===== config.mk =====
export PLATFORM = sky130hd
export DESIGN_NAME = uart_rx_ovs
export DESIGN_NICKNAME = d
export VERILOG_FILES = /design/src/rtl/uart_pkg.sv /design/src/rtl/ovs_tick_gen.sv /design/src/rtl/uart_rx_ovs.sv
export SDC_FILE = /design/constraint.sdc
export NUM_CORES = 1
export LEC_CHECK = 0
export ABC_AREA = 1
export CORE_AREA = 2 2 64 66
export CTS_CLUSTER_SIZE = 24
export DETAILED_ROUTE_END_ITERATION = 12
export DIE_AREA = 0 0 66 68
export PLACE_DENSITY = 0.81
export SLEW_MARGIN = 20
export SYNTH_ARGS = -nofsm -noshare
export SYNTH_HDL_FRONTEND = slang
export SYNTH_SLANG_ARGS = --single-unit
export TNS_END_PERCENT = 1

===== constraint.sdc =====
create_clock -name clk -period 2.96 [get_ports clk]
set_input_delay 0.296 -clock clk [delete_from_list [all_inputs] [get_ports clk]]
set_output_delay 0.296 -clock clk [all_outputs]
set_load 0.05 [all_outputs]

===== src/rtl/uart_pkg.sv =====
`default_nettype none
// ============================================================================
// Module     : uart_pkg
// Description: Shared types and constants for the 16x oversampling UART
//              receiver: FSM state encoding, oversample rate, per-bit
//              sample positions and the tick divider helper.
// Revision   : 1.0 - initial release
// ============================================================================
package uart_pkg;

  typedef enum logic [2:0] {
    IDLE  = 3'd0,
    START = 3'd1,
    DATA  = 3'd2,
    STOP  = 3'd3,
    BREAK = 3'd4
  } state_t;

  localparam int OVS     = 16;
  // Three samples around the bit centre are voted.
  localparam int SMP_LO  = 7;
  localparam int SMP_MID = 8;
  localparam int SMP_HI  = 9;

  // Rounded clk cycles per oversample tick.
  function automatic int calc_div(input int clk_hz, input int baud);
    return (clk_hz + (baud * OVS) / 2) / (baud * OVS);
  endfunction

  function automatic logic maj3(input logic a, input logic b, input logic c);
    return (a & b) | (a & c) | (b & c);
  endfunction

endpackage
`default_nettype wire


===== src/rtl/ovs_tick_gen.sv =====
`default_nettype none
// ============================================================================
// Module     : ovs_tick_gen
// Description: Oversample tick generator. Counts 0..DIV-1 and pulses tick
//              when the count reaches DIV-1. Held at zero while clr is high
//              so the tick phase restarts on every frame.
// Ports      : clk   - system clock
//              rst_n - asynchronous active-low reset
//              clr   - synchronous clear / hold
//              tick  - one-clk pulse every DIV cycles
// Revision   : 1.0 - initial release
// ============================================================================
module ovs_tick_gen #(
  parameter int DIV = 10
) (
  input  logic clk,
  input  logic rst_n,
  input  logic clr,
  output logic tick
);

  localparam int CW = (DIV > 1) ? $clog2(DIV) : 1;

  logic [CW-1:0] cnt;

  assign tick = !clr && (cnt == CW'(DIV - 1));

  always_ff @(posedge clk or negedge rst_n) begin
    if (!rst_n) begin
      cnt <= '0;
    end else if (clr || tick) begin
      cnt <= '0;
    end else begin
      cnt <= cnt + 1'b1;
    end
  end

endmodule
`default_nettype wire


===== src/rtl/uart_rx_ovs.sv =====
`default_nettype none
// ============================================================================
// Module     : uart_rx_ovs
// Description: 16x oversampling 8N1 UART receiver running on the system
//              clock. Validates the start bit, majority-votes three samples
//              per bit and reports each byte with a one-clk ok strobe or a
//              one-clk frame_err strobe when the stop bit is low.
// Ports      : clk       - system clock
//              rst_n     - asynchronous active-low reset
//              mosi      - raw serial line, idle high, asynchronous
//              data      - last correctly received byte
//              ok        - one-clk pulse, data valid in the same cycle
//              frame_err - one-clk pulse, stop bit sampled low
//              busy      - high from start-edge detection until IDLE
// Revision   : 1.0 - initial release
// ============================================================================
module uart_rx_ovs
  import uart_pkg::*;
#(
  parameter int CLK_HZ = 50000000,
  parameter int BAUD   = 9600
) (
  input  logic       clk,
  input  logic       rst_n,
  input  logic       mosi,
  output logic [7:0] data,
  output logic       ok,
  output logic       frame_err,
  output logic       busy
);

  localparam int DIV = calc_div(CLK_HZ, BAUD);

  state_t     state;
  logic [1:0] sync;
  logic       rx_s;
  logic       rx_prev;
  // seen[1] marks that rx_s holds a real line sample rather than the
  // reset preset; armed is set once such a sample has been high, so a
  // line that is already low at reset release never looks like an edge.
  logic [1:0] seen;
  logic       armed;
  logic [3:0] sc;
  logic [2:0] bc;
  logic       s_lo;
  logic       s_mid;
  logic       vote;
  logic [7:0] shift;
  logic       tick;

  assign rx_s = sync[1];
  assign vote = maj3(s_lo, s_mid, rx_s);

  ovs_tick_gen #(
    .DIV (DIV)
  ) u_tick (
    .clk   (clk),
    .rst_n (rst_n),
    .clr   (state == IDLE),
    .tick  (tick)
  );

  always_ff @(posedge clk or negedge rst_n) begin
    if (!rst_n) begin
      sync      <= 2'b11;
      rx_prev   <= 1'b1;
      seen      <= 2'b00;
      armed     <= 1'b0;
      state     <= IDLE;
      sc        <= '0;
      bc        <= '0;
      s_lo      <= 1'b0;
      s_mid     <= 1'b0;
      shift     <= '0;
      data      <= '0;
      ok        <= 1'b0;
      frame_err <= 1'b0;
      busy      <= 1'b0;
    end else begin
      sync      <= {sync[0], mosi};
      rx_prev   <= rx_s;
      seen      <= {seen[0], 1'b1};
      if (seen[1] && rx_s) armed <= 1'b1;
      ok        <= 1'b0;
      frame_err <= 1'b0;

      case (state)
        IDLE: begin
          sc <= '0;
          bc <= '0;
          if (armed && rx_prev && !rx_s) begin
            state <= START;
            busy  <= 1'b1;
          end
        end

        START: if (tick) begin
          sc <= sc + 1'b1;
          if (sc == 4'(SMP_LO) && rx_s) begin
            state <= IDLE;
            busy  <= 1'b0;
          end else if (sc == 4'(OVS - 1)) begin
            state <= DATA;
            bc    <= '0;
          end
        end

        DATA: if (tick) begin
          sc <= sc + 1'b1;
          if (sc == 4'(SMP_LO))  s_lo  <= rx_s;
          if (sc == 4'(SMP_MID)) s_mid <= rx_s;
          if (sc == 4'(SMP_HI))  shift[bc] <= vote;
          if (sc == 4'(OVS - 1)) begin
            if (bc == 3'd7) state <= STOP;
            else            bc    <= bc + 1'b1;
          end
        end

        // Decide at the centre of the stop bit so the next start edge,
        // even with no idle gap, is seen from IDLE.
        STOP: if (tick) begin
          sc <= sc + 1'b1;
          if (sc == 4'(SMP_LO))  s_lo  <= rx_s;
          if (sc == 4'(SMP_MID)) s_mid <= rx_s;
          if (sc == 4'(SMP_HI)) begin
            if (vote) begin
              data  <= shift;
              ok    <= 1'b1;
              state <= IDLE;
              busy  <= 1'b0;
            end else begin
              frame_err <= 1'b1;
              state     <= BREAK;
            end
          end
        end

        BREAK: if (rx_s) begin
          state <= IDLE;
          busy  <= 1'b0;
        end

        default: begin
          state <= IDLE;
          busy  <= 1'b0;
        end
      endcase
    end
  end

endmodule
`default_nettype wire


* Word level (Yosys, flattened, before mapping)
Cells that the tools add are included.
** Word-level totals
- Output and inout bits :: 11
- Word-level logic and storage cells :: 114
- Input port bits :: 3
- Register bits :: 46
** Operators by class
- Multiplexer cells :: 41
- Reduce and logical (&&, ||, !) cells :: 22
- Order comparisons :: 2
- Bitwise operators :: 6
- Add/subtract/negate cells :: 3
- Equal/unequal tests :: 25
** Operators by type and width (number)
- 2-to-1 mux 3 bit :: 17
- inequality test 2 bit (second input constant) :: 10
- 2-to-1 mux 1 bit :: 16
- case mux 3 bit (5 select lines) :: 1
- == test 4 bit (second input constant) :: 3
- adder 9 x 1 -> 9 bit (second input constant) :: 1
- == test 9 bit (second input constant) :: 1
- 2-to-1 mux 9 bit :: 1
- case mux 3 bit (3 select lines) :: 1
- AND reduction 3 bit :: 3
- AND reduction 9 bit :: 1
- bitwise mux 8 bit :: 1
- inequality test 2 x 1 -> 1 bit (second input constant) :: 4
- case mux 4 bit (2 select lines) :: 1
- AND reduction 8 bit :: 1
- AND reduction 7 bit :: 1
- == test 3 x 2 -> 1 bit (second input constant) :: 2
- == test 3 bit (second input constant) :: 2
- logical AND 1 bit :: 6
- case mux 1 bit (5 select lines) :: 1
- adder 4 x 1 -> 4 bit (second input constant) :: 1
- == test 4 x 3 -> 1 bit (second input constant) :: 1
- < comparator 3 x 4 -> 1 bit (second input constant) :: 1
- 2-to-1 mux 4 bit :: 1
- other kinds (17) :: 21

* Logic depth before layout (Yosys ltp)
- Depth in word-level cells :: 7
- Mapped depth :: 11

* By module
A second synthesis with hierarchy kept.
** Second synthesis, totals
- Cells, all modules :: 280
- Area total of the unflattened synthesis :: 2260.9 sq um
** Modules (own cells, without submodules)
- uart_rx_ovs :: sequential area each 929.6 sq um, area an instance 1766.7 sq um, cells an instance 212, times used 1
- ovs_tick_gen :: sequential area each 225.2 sq um, area an instance 494.2 sq um, cells an instance 68, times used 1

* Worst setup path before layout
Ideal clock, no wire load.
- Path type :: register -> register
- Start :: reg u_tick.cnt[1]
- End :: reg data[1]
- Required time :: 2.840 ns
- Library setup time :: 0.120 ns
- Cell stages (with the launch flop) :: 11
- Period minus slack after synthesis :: 1.473 ns
- Data arrival time :: 1.353 ns
- Buffers on the path :: 1
- Slack :: 1.487 ns
- Cells stage by stage :: dfrtp_1 -> inv_1 -> ha_1 -> nand2_1 -> nor2_2 -> nand2_2 -> nor2_8 -> nand3_2 -> buf_6 -> nand2_1 -> o21ai_2
** Between the ends
- Word-level cells in the longest chain between the ends :: 3
** RTL lines
- start, declared :: RTL line ovs_tick_gen.sv:24 : logic [CW-1:0] cnt;
- start signal, assigned :: RTL line ovs_tick_gen.sv:34 : cnt <= cnt + 1'b1;
- == test 9 bit :: RTL line ovs_tick_gen.sv:26 : assign tick = !clr && (cnt == CW'(DIV - 1));
- logical AND 1 bit :: RTL line ovs_tick_gen.sv:26
- AND reduction 4 bit (no line)
- end signal, assigned :: RTL line uart_rx_ovs.sv:127 : data <= shift;
- end, declared :: RTL line uart_rx_ovs.sv:26 : output logic [7:0] data,
No other way between the ends.
A chain may end at the register's enable or synchronous reset.

* Worst setup path after layout
- Start :: reg data[6]
- End :: out data[6]
No word-level cell between the ends.

==> parameters.txt <==
Parameter                              Value

Power
  P_leak ... 1.318 nW
  Sequential group share of total power ... 42.7%
  Net load switching power ... 0.0006396 W
  Switching share of total power ... 36.59%
  Power per unit of standard cell area ... 673.0 nW/um^2
  Part of the total power dissipated in the clock network ... 25.8%
  Peak supply drop ... 404.0 uV
  Internal portion of total power ... 0.001108 W
  Comb power frac ... 31.4%

Die
  Cell Rows ... 23
  Floorplan die height ... 68 um
  I/O Pins ... 14
  Initial Util ... 59.86%
  Core footprint ... 3856 sq um
  Horizontal die dimension ... 66 um
  Total die area ... 4488 sq um

Critical path
  Classification of the worst setup path ... register to primary output
  Critical path fanouts, max ... 2
  List of cells traversed by the critical path ... clkdlybuf4s50_1
  Setup crit start kind ... register
  Arrival time of the worst setup path ... 1.47 ns
  Critical path capture point type ... primary output
  Data required, critical path ... 2.66 ns
  Buffer and inverter count on the worst path ... 1
  Crit-path max cell delay ... 0.81 ns
  Cell at the slowest stage of the critical path ... sky130_fd_sc_hd__clkdlybuf4s50_1
  Kind of cell adding the most delay to the critical path ... buffers and inverters

Yosys
  Synth top cells by count ... sky130_fd_sc_hd__nand2_1 (75), sky130_fd_sc_hd__dfrtp_1 (43), sky130_fd_sc_hd__inv_1 (36)
  Syn Inst Count ... 281
  Most used DFF post-synth ... sky130_fd_sc_hd__dfrtp_1
  Fraction of synthesis flops using an asynchronous set or reset pin ... 100.0%
  Cell type contributing the most total cell area after synthesis ... sky130_fd_sc_hd__dfrtp_1
  Fraction of synthesized cell area taken by the top area cell type ... 46.61%
  Cell types with the largest area share after synthesis ... sky130_fd_sc_hd__dfrtp_1 (47%), sky130_fd_sc_hd__nand2_1 (12%), sky130_fd_sc_hd__inv_1 (5.9%)
  Post-Synthesis Cell Area ... 2308 sq um
  Synth Warn # ... 0
  Synth Area per Inst ... 8.215 sq um
  Synth Net Count ... 291
  Distinct cell type count after synthesis ... 30
  Sequential area share after synthesis ... 50.03%
  Flip-flop and latch count after synthesis ... 46
  Most numerous cell in the Yosys netlist ... sky130_fd_sc_hd__nand2_1
  Number of enable flip-flop cells after synthesis ... 0

CTS
  Total number of H-tree levels ... 2
  Register clock-pin slew on the reported worst setup and hold paths ... 0.08 ns
  Post-cts resize count ... 0
  Number of buffers created by CTS ... 5
  Buffers inserted during post-CTS setup optimization ... 0
  TritonCTS clock tree ... done
  Post-CTS Hold Buffers ... 0
  CTS Buffer Depth ... 2
  Clock latency reported for the late side of the worst-skew pair ... 0.29 ns
  TritonCTS Sinks ... 46
  Root Buffer ... sky130_fd_sc_hd__clkbuf_8

Routing
  Via count ... 1777
  Final ANT Viol Nets ... 0
  Via-to-Cell Ratio ... 5.063
  Number of remaining DRC errors ... 0
  Routed wire length ... 3913 um
  DRT iter0 DRCs ... 142
  Routed wire per std cell ... 11.15 um
  Drt first pass iters ... 5

GRT
  First-pass GRT wire length ... 7210 um
  Grt total ovfl ... 0
  GRT Util Overall ... 21.06%
  Pin count of the biggest net entering global routing ... 47
  Antenna violations before repair ... 0
  Vias in the first global route ... 1647

Finish
  Relative area change from synthesis to final layout ... 12.52%
  # fillers ... 327
  Diodes inserted ... 0
  Layout cell share with drive strength beyond 1 ... 11.63%
  Final layout net count ... 310
  Fin area ... 2597 sq um
  Footprint of the flip-flops and latches ... 1155 sq um
  Multi-input logic area ... 996.0 sq um

Timing
  Final worst path period need ... 1.764 ns
  Final count of negative-setup-slack endpoints ... 0
  Post-route fraction of the period consumed by the critical path ... 59.59%
  Measured slew at the worst slew-check pin ... 0.5505 ns
  Maximum frequency from static timing analysis ... 0.5669 GHz
  Setup repair after global routing missed its margin ... false
  Setup Skew ... 0.005519 ns
  Min Hold Slack ... -0.02026 ns
  Slew Limit Headroom ... 63.30%
  Hold violation total from the final report ... 29
  Post-Route Setup TNS ... 0 ns
  Final count of pins violating max slew ... 0

Placement
  Hpwl dp ... 2940 um
  Final weighted congestion in routability-driven placement ... 0.8859
  Placed Instance Area ... 2485 sq um
  Input/output buffers ... 13

Outcome
  Run status ... finished with violations
  Violations in the final reports ... hold timing

Run
  Max-cap violations ... 0

Worst hold path
  Path class of the lowest-slack min-delay path ... input pin to asynchronous set/reset pin
metal layers:
| layer | up-vias | track usage (%) | part of all wire (%) | wire, um |
|---|---|---|---|---|
| met4 | 0 | 6.122 | 1.6 | 63 |
| li1 | 916 | - | - | - |
| met3 | 8 | 5.921 | 4.9 | 192 |
| met2 | 40 | 33.33 | 47 | 1829 |
| met5 | - | 0 | 0 | 0 |
| met1 | 813 | 28.59 | 47 | 1828 |
power groups by stage:
stage | clock, W | combinational (W) | sequential [W]
2_1_floorplan | 0 | 0.000403 | 0.000770
3_3_place_gp | 0 | 0.000542 | 0.000758
3_5_place_dp | 0 | 0.000546 | 0.000760
4_1_cts | 0.000465 | 0.000549 | 0.000747
5_1_grt | 0.000495 | 0.000635 | 0.000759
6_report | 0.000451 | 0.000550 | 0.000747
area by class of cell:
type / count / share of cell area (%)
well taps: 50 / 2.408
inverters: 39 / 5.636
flip-flops and latches: 46 / 44.46
clock inverters: 2 / 1.445
clock buffers: 6 / 2.794
repair buffers: 13 / 4.913
multi-input cells: 195 / 38.34
metrics by stage:
step / setup WS (ns) / total power, W / hold slack, ns / std cells / util (%)
final: 1.196 / 0.001748 / -0.02026 / 351 / 67.36
after global routing: 1.086 / 0.001888 / 0.03643 / 351 / 67.36
after CTS: 1.184 / 0.001761 / 0.1992 / 351 / 67.29
after detailed placement: 1.285 / 0.001306 / 0.3381 / 343 / 64.44
after global placement: 1.340 / 0.001300 / 0.3347 / 343 / 64.44
after floorplan: 1.487 / 0.001174 / 0.0004090 / 281 / -
registers in the layout, summed over array words and instances (netlist names):
register and flops:
u_tick.cnt 9, data 8, shift 8, sc 4, bc 3, state 3
seen 2, sync 2, armed 1, busy 1, frame_err 1, ok 1
rx_prev 1, s_lo 1, s_mid 1
cells by family after synthesis:
family	after synthesis	share of synthesized area [%]
DFF	46	50.03
other	1	0.1624
buffers and inverters	40	6.829
adders and majority gates	7	3.794
AOI/OAI and AO/OA	30	7.317
xor gates and xnor gates	3	1.138
and+or+nand+nor	154	30.73
cell usage in the layout (no fill, tap or decap), types with 2 or more instances in the layout:
cell	count
sky130_fd_sc_hd__o22ai_1	3
sky130_fd_sc_hd__clkdlybuf4s50_1	12
sky130_fd_sc_hd__nor2_4	2
sky130_fd_sc_hd__xnor2_1	2
sky130_fd_sc_hd__o21ai_1	4
sky130_fd_sc_hd__nor2_1	32
sky130_fd_sc_hd__nand2_4	2
sky130_fd_sc_hd__nor3_1	2
sky130_fd_sc_hd__or2_2	2
sky130_fd_sc_hd__dfstp_2	3
sky130_fd_sc_hd__clkbuf_8	5
sky130_fd_sc_hd__nand3_1	21
sky130_fd_sc_hd__o21ai_0	11
sky130_fd_sc_hd__inv_2	3
sky130_fd_sc_hd__o21ai_2	2
sky130_fd_sc_hd__ha_1	7
sky130_fd_sc_hd__o21bai_1	2
sky130_fd_sc_hd__nand2_2	5
sky130_fd_sc_hd__dfrtp_1	43
sky130_fd_sc_hd__nor3b_1	3
sky130_fd_sc_hd__a21oi_1	7
sky130_fd_sc_hd__inv_1	36
sky130_fd_sc_hd__nor2_2	6
sky130_fd_sc_hd__nand2_1	75
path summary, 6_finish.rpt:
check,to,startpoint,cells after the start,slack [ns]
min in group clk,seen[1]$_DFF_PN0_,seen[0]$_DFF_PN0_,0,0.35
worst max register to register,data[5]$_DFFE_PN0P_,u_tick.cnt[1]$_DFF_PN0_,10,1.27
worst min-delay path,sc[2]$_DFFE_PN0P_,rst_n,1,-0.02
max in group asynchronous,frame_err$_DFF_PN0_,rst_n,1,2.59
worst max-delay path,data[6],data[6]$_DFFE_PN0P_,1,1.20
worst min register to register,seen[1]$_DFF_PN0_,seen[0]$_DFF_PN0_,0,0.35
Power figures use the tool's default switching activity.
